File: config.mk
export PLATFORM = sky130hd
export DESIGN_NAME = hazard3_break_sequencer
export DESIGN_NICKNAME = d
export VERILOG_FILES = /design/src/rtl/hazard3_break_sequencer.sv
export SDC_FILE = /design/constraint.sdc
export NUM_CORES = 1
export LEC_CHECK = 0
export ABC_AREA = 1
export BUFFER_PORTS_ARGS = -buffer_cell sky130_fd_sc_hd__buf_2
export CAP_MARGIN = 30
export CORE_ASPECT_RATIO = 2
export CORE_UTILIZATION = 47
export CTS_BUF_LIST = sky130_fd_sc_hd__clkbuf_2 sky130_fd_sc_hd__clkbuf_4 sky130_fd_sc_hd__clkbuf_8
export DETAILED_ROUTE_END_ITERATION = 8
export PLACE_DENSITY = 0.89
export SYNTH_ARGS = -nofsm -noshare
export SYNTH_HDL_FRONTEND = slang
export SYNTH_SLANG_ARGS = --single-unit
File: constraint.sdc
create_clock -name clk -period 1.45 [get_ports clk]
set_input_delay 0.2175 -clock clk [delete_from_list [all_inputs] [get_ports clk]]
set_output_delay 0.2175 -clock clk [all_outputs]
set_load 0.02 [all_outputs]
File: src/rtl/hazard3_break_sequencer.sv
// Breakpoint request sequencer: turns trigger-unit break requests on the execute-stage
// instruction into a held trap request, then steps over the trapping PC once on return.
module hazard3_break_sequencer #(
    parameter int W_ADDR = 32
) (
    input  logic              clk,
    input  logic              rst,
    input  logic              break_any,
    input  logic              break_d_mode,
    input  logic              x_valid,
    input  logic [W_ADDR-1:0] x_pc,
    input  logic              x_advance,
    input  logic              x_flush,
    input  logic              trap_ack,
    input  logic              trap_return,
    output logic              x_suppress,
    output logic              trap_req,
    output logic              trap_d_mode,
    output logic [3:0]        trap_cause,
    output logic [W_ADDR-1:0] trap_pc,
    output logic              break_pending
);

    typedef enum logic [1:0] {
        IDLE    = 2'd0,
        REQ     = 2'd1,
        HANDLER = 2'd2,
        SKIP    = 2'd3
    } state_t;

    state_t            state_r;
    logic              trap_req_r;
    logic              trap_d_mode_r;
    logic [3:0]        trap_cause_r;
    logic [W_ADDR-1:0] trap_pc_r;
    logic              break_pending_r;

    logic              inhibit_s;
    logic              match_s;
    logic              retire_s;

    // Match qualification; a request already in flight masks any new trigger hit.
    always_comb begin
        inhibit_s  = (state_r == SKIP) && (x_pc == trap_pc_r);
        match_s    = x_valid && break_any && !x_flush && !inhibit_s && (state_r != REQ);
        retire_s   = x_valid && x_advance && !x_flush;
        x_suppress = match_s || (state_r == REQ);
    end

    // Sequencer FSM with registered trap request and capture of cause/mode/PC.
    always_ff @(posedge clk or posedge rst) begin
        if (rst) begin
            state_r         <= IDLE;
            trap_req_r      <= 1'b0;
            trap_d_mode_r   <= 1'b0;
            trap_cause_r    <= 4'd0;
            trap_pc_r       <= {W_ADDR{1'b0}};
            break_pending_r <= 1'b0;
        end else if (match_s) begin
            // A fresh match takes priority over trap_return and over retirement in SKIP.
            state_r         <= REQ;
            trap_req_r      <= 1'b1;
            trap_d_mode_r   <= break_d_mode;
            trap_cause_r    <= break_d_mode ? 4'd2 : 4'd3;
            trap_pc_r       <= x_pc;
            break_pending_r <= 1'b1;
        end else begin
            case (state_r)
                IDLE: begin
                    state_r <= IDLE;
                end
                REQ: begin
                    if (trap_ack) begin
                        state_r    <= HANDLER;
                        trap_req_r <= 1'b0;
                    end
                end
                HANDLER: begin
                    if (trap_return) begin
                        state_r         <= SKIP;
                        break_pending_r <= 1'b0;
                    end
                end
                SKIP: begin
                    if (retire_s) begin
                        state_r <= IDLE;
                    end
                end
                default: begin
                    state_r         <= IDLE;
                    trap_req_r      <= 1'b0;
                    break_pending_r <= 1'b0;
                end
            endcase
        end
    end

    assign trap_req      = trap_req_r;
    assign trap_d_mode   = trap_d_mode_r;
    assign trap_cause    = trap_cause_r;
    assign trap_pc       = trap_pc_r;
    assign break_pending = break_pending_r;

endmodule

==> results of run 1 <==
## placed cells by master (no fill, tap or decap), types with 2 or more instances in the layout
cell type,count
nand2_1,96
buf_2,77
buf_4,47
inv_1,43
nand4_1,34
nand2_2,27
dfrtp_2,25
dfrtp_1,14
nand2_4,10
buf_6,10
nor2_1,9
inv_2,7
nor2_2,7
clkbuf_8,7
o21ai_1,6
buf_12,6
xnor2_1,5
xor2_1,4
o21ai_0,4
or2_1,4
clkbuf_16,4
nand3_1,3
xnor2_2,2
nand3_2,2
ha_1,2
conb_1,2
## final timing paths
check	from	end	slack, ns	depth (start not counted)
worst min register to register	trap_d_mode	trap_d_mode	0.49	2
worst max register to register	trap_pc[17]	trap_pc[8]	-0.43	12
min in group clk	x_pc[3]	trap_pc[3]	0.17	3
worst min-delay path	rst	trap_pc[19]	0.01	3
max in group asynchronous	rst	trap_pc[2]	1.05	3
worst max-delay path	trap_pc[17]	x_suppress	-0.48	9
## worst min-delay path, delay by kind of cell
| kind | cells | cell delay, ns |
|---|---|---|
| buffers and inverters | 3 | 0.55 |
## stage by stage
| stage | area (um2) | hold slack, ns | power [W] | util [%] | setup TNS [ns] |
|---|---|---|---|---|---|
| floorplan | 2350 | 0.362 | 0.00376 | - | -2.86 |
| global placement | 3150 | 0.363 | 0.00526 | 67.9 | -6.07 |
| detailed placement | 3150 | 0.367 | 0.00541 | 67.9 | -7.24 |
| CTS | 3380 | 0.0480 | 0.00641 | 72.9 | -13.17 |
| global route | 3720 | 0.0553 | 0.00732 | 80.2 | -21.19 |
| finish | 3720 | 0.0141 | 0.00696 | 80.2 | -15.38 |
## report_power, final
part           internal, W  switching (W)
Combinational      0.00181        0.00227
Sequential         0.00162       0.000400
Clock             0.000453       0.000408
## metal layers
metal | vias up | track usage [%] | part of all wire (%)
li1 | 1281 | - | -
met1 | 1378 | 29.3 | 35
met2 | 127 | 50.4 | 56
met3 | 44 | 4.52 | 3.9
met4 | 0 | 18.3 | 5.0
met5 | - | 0 | 0
## area by class of cell
cell class | instances | area (um2) | area share (%)
multi-input combinational | 222 | 1240 | 33.3
timing repair buffer | 146 | 1110 | 29.9
sequential | 39 | 1010 | 27.1
inverter | 50 | 188 | 5.04
clock buffer | 8 | 104 | 2.79
tap | 55 | 68.8 | 1.85
## registers in the layout (all words and copies together) (netlist names)
register,cells
trap_d_mode,1
trap_pc,32
trap_cause,2
state_r,2
break_pending,1
trap_req,1
## kinds of logic (layout without fill, tap and decap cells)
group	count (synthesis)	after routing	synth area share, %
compound gates	12	12	2.62
xor+xnor	11	11	4.21
fa+ha+maj	3	3	1.64
buf+inv	65	204	11.9
flops	39	39	42.6
other cells	1	2	0.164
simple gates	194	194	36.9
## repair_timing
item / CTS / global route
gates cloned: 2 / 4
pin swaps: 10 / 17
endpoints found under the setup margin: 40 / 40
buffers inserted: 6 / 7
hold buffers: 0 / 0
resized for setup: 10 / 78
==> results.cfg, run 1 <==
[worst_setup_path]
cp_slowest_cell = dfrtp_2
cp_max_fo = 3
crit_chain = nand2_1 -> o21ai_1 -> nor2_1 -> nand3_1 -> nor2_1 -> nand3_2 -> nand2_4 -> nand2_4 -> buf_6
cp-end-kind = primary output
start_kind = flip-flop
critPathTopFamily = simple AND/OR/NAND/NOR gates
critPathMaxStageDelay_ns = 0.42
cp.required_ns = 1.23
critical_path_class = flip-flop to primary output
cp.arrival_ns = 1.71
cp_num_buf_inv = 1

[global_route]
grt_overflow_total = 0
groute.usage.overall_pct = 28.2
grt_max_degree = 40
grt_pass1_vias = 2628
antenna_found_initial = 0
grt_pass1_wl_mm = 10.9

[die]
start_util_pct = 49.3
boundaryPins = 81
rows = 35
die_w_um = 51.4
fp.coreArea_um2 = 4640
dieArea_um2 = 5170
die_y_um = 101

[placed_design]
dp.cells = 495
io_buffers = 78
pre_cts_ws_ns = -0.204
gp_congestion = 0.844
dp_hpwl_mm = 4.86

[clocking]
clockBufferDepth = 2
cts-root-buf = clkbuf_8
clock_sinks = 39
cts_tree = done
htree_levels = 2
numCtsBuffers = 5
clkSlewWorstSetupHoldPaths_ns = 0.08
insertion_delay_ns = 0.30

[final_layout]
num_antenna_cells = 0
fillers = 303
area_delta_synth_final_pct = 62.5
final_cells = 520
drive_above_1_share_pct = 51.0
layout.nets = 508

[yosys]
yosysTopAreaCell = dfrtp_1
synth.most_common_cell = nand2_1
synth_flop_cell = dfrtp_1
synthArstFlopShare_pct = 100
netlist_top_cells_count = 133 x nand2_1, 48 x inv_1, 39 x dfrtp_1
synth_edf_count = 0
netlist_area_um2 = 2290
yosysWarnings = 0
synth_area_per_cell_um2 = 7.05
yosysTopAreaCellShare_pct = 42.6
synth_area_leaders = dfrtp_1 43%, nand2_1 22%, nand4_1 9.3%, inv_1 7.9%, xnor2_1 2.7%
synth_cell_types = 22
ys_seq_elements = 39
yosysSeqAreaShare_pct = 42.6
synthCells = 325

[job]
cap_viol_max_count = 0

[sta]
max_freq_ghz = 0.519
fin_worst_skew_ns = 0.00610
finalHoldViolations = 0
slew_viol_final = 0
fin_crit_ns = 1.93
setup_violations = 40
rsz0062_at_grt = true
tightest_slew_ns = 0.506
max-slew-margin-rel_pct = 66.3
worst_slack_ns = -0.476
min_period_over_period_pct = 133

[route]
via_per_inst = 5.44
vias = 2830
drc_errors = 0
ant_nets = 0
wl_per_cell_um = 16.0
firstDrtPassIters = 4
routed_wl_mm = 8.32
initialDrtViolationCount = 91

[power_and_ir_drop]
vdd_drop_max_v = 0.00149
power.density_nw_per_um2 = 1870
power_leakage_nw = 2.10

[outcome]
status = finished, violations left
violations = negative setup slack

[min_path]
hold_path.class = primary input to asynchronous set/reset pin
No activity file was read; power rests on OpenSTA's default activity.
==> run 2, diff against run 1 <==
--- a/config.mk
+++ b/config.mk
@@ -6,7 +6,7 @@
 export NUM_CORES = 1
 export LEC_CHECK = 0
 export ABC_AREA = 1
-export BUFFER_PORTS_ARGS = -buffer_cell sky130_fd_sc_hd__buf_2
+export BUFFER_PORTS_ARGS = -buffer_cell sky130_fd_sc_hd__buf_4
 export CAP_MARGIN = 30
 export CORE_ASPECT_RATIO = 2
 export CORE_UTILIZATION = 47
==> results.cfg, run 2 (same netlist as run 1, synthesis figures left out) <==
[sta]
max-slew-margin-rel_pct = 65.7
finalHoldViolations = 0
whs_ns = 0.0401
min_period_over_period_pct = 132
fin_crit_ns = 1.92
fin_worst_skew_ns = 0.00778
setup_violations = 40
fin_setup_tns_ns = -14.20
slew_viol_final = 0
max_freq_ghz = 0.521
worst_slack_ns = -0.469
rsz0062_at_grt = true
tightest_slew_ns = 0.515

[placed_design]
pre_cts_ws_ns = -0.276
dp_hpwl_mm = 5.01
gp_congestion = 0.799
io_buffers = 78

[worst_setup_path]
start_kind = flip-flop
cp-end-kind = primary output
cp.arrival_ns = 1.70
cp.required_ns = 1.23
cp_num_buf_inv = 2
cp_max_fo = 3
critPathMaxStageDelay_ns = 0.43
crit_chain = nand2_2 -> nand2_1 -> inv_1 -> nand2_1 -> nor2_2 -> nand2_1 -> nor2_1 -> nand3_2 -> nand2_4 -> nand2_4 -> buf_6
critical_path_class = flip-flop to primary output
critPathTopFamily = simple AND/OR/NAND/NOR gates
worst_path_most_repeated_cell = nand2_1
cp_slowest_cell = dfrtp_2

[final_layout]
largest_reg_flops = 32
drive_above_1_share_pct = 46.2
final_common_cell = buf_4
final_cell_mix = 123 x buf_4, 107 x nand2_1, 45 x inv_1
area_delta_synth_final_pct = 63.1
num_antenna_cells = 0
layout.nets = 502

[power_and_ir_drop]
power.density_nw_per_um2 = 1890
vdd_drop_max_v = 0.00151
power_leakage_nw = 2.08

[route]
ant_nets = 0
firstDrtPassIters = 5
drc_errors = 0
wl_per_cell_um = 14.6
routed_wl_mm = 7.53
vias = 2638
via_per_inst = 5.13
initialDrtViolationCount = 97

[clocking]
cts_tree = done
cts-hold-fix-buffers = 0
insertion_delay_ns = 0.30
clock_sinks = 39
clkSlewWorstSetupHoldPaths_ns = 0.08
clockBufferDepth = 2
htree_levels = 2
numCtsBuffers = 5
cts-root-buf = clkbuf_8

[die]
start_util_pct = 49.3
rows = 35
die_w_um = 51.4
die_y_um = 101
boundaryPins = 81
fp.coreArea_um2 = 4640
dieArea_um2 = 5170

[global_route]
busiest_layer = met2
use_met2_pct = 57.5
grt_overflow_total = 0
groute.usage.overall_pct = 30.0
antenna_found_initial = 0
met3_usage_pct = 4.98
grt_max_degree = 40
met1_usage_pct = 30.1
grt_pass1_wl_mm = 11.5
grt_pass1_vias = 2650

[outcome]
violations = negative setup slack
status = finished, violations left

[job]
cap_viol_max_count = 0

[min_path]
hold_path.class = primary input to asynchronous set/reset pin
[run 2: path summary, 6_finish.rpt]
path / from / cells after the start / end / slack (ns)
max reg2reg: trap_pc[13] / 14 / trap_pc[7] / -0.41
min reg2reg: trap_d_mode / 2 / trap_d_mode / 0.48
min in group clk: trap_ack / 4 / trap_req / 0.15
max: trap_pc[13] / 11 / x_suppress / -0.47
min: rst / 3 / trap_req / 0.04
max in group asynchronous: rst / 3 / trap_pc[4] / 1.00
[run 2: worst reg2reg max path, cell delays in order, from the launching register on]
cell	delay, ns
dfrtp_2	0.43
nand2_2	0.07
nand2_1	0.06
inv_1	0.06
nand2_1	0.07
nor2_2	0.14
nand2_1	0.06
nor2_1	0.12
nand3_2	0.12
buf_6	0.16
nand3_4	0.12
buf_12	0.13
buf_12	0.12
nand2_1	0.06
nand2_1	0.07
[run 2: cell type report]
type                            count  area, um2
Timing Repair Buffer              140       1200
Multi-Input combinational cell    222       1150
Sequential cell                    39       1010
Fill cell                         296        907
Inverter                           50        188
Clock buffer                        6       82.6
Tap cell                           55       68.8
Clock inverter                      2       35.0
[run 2: what timing repair did]
item	4_1_cts	5_1_grt
gates resized for setup	12	46
endpoints found under the hold margin	0	0
buffers inserted	5	6
pin swaps	5	10
gates cloned	3	1
endpoints found under the setup margin	40	40
[run 2: metrics by stage]
step	instances	cell area (um2)	power, W	utilization, %
after CTS	510	3630	0.00683	78.3
after global routing	514	3730	0.00748	80.5
after floorplan	326	2350	0.00376	-
after detailed placement	494	3350	0.00572	72.2
final	514	3730	0.00708	80.5
after global placement	494	3350	0.00558	72.2
[run 2: report_power, final]
group | leakage [nW] | internal [W] | total, W | switching [W]
Clock | 0.0612 | 0.000557 | 0.000960 | 0.000403
Sequential | 0.452 | 0.00162 | 0.00200 | 0.000382
Combinational | 1.56 | 0.00198 | 0.00412 | 0.00213
[run 2: metal layers]
metal  up-vias  wire [um]  share of wire [%]
li1       1274          -                  -
met1      1226       2500                 33
met2       109       4430                 59
met3        29        321                4.3
met4         0        274                3.6
met5         -          0                  0
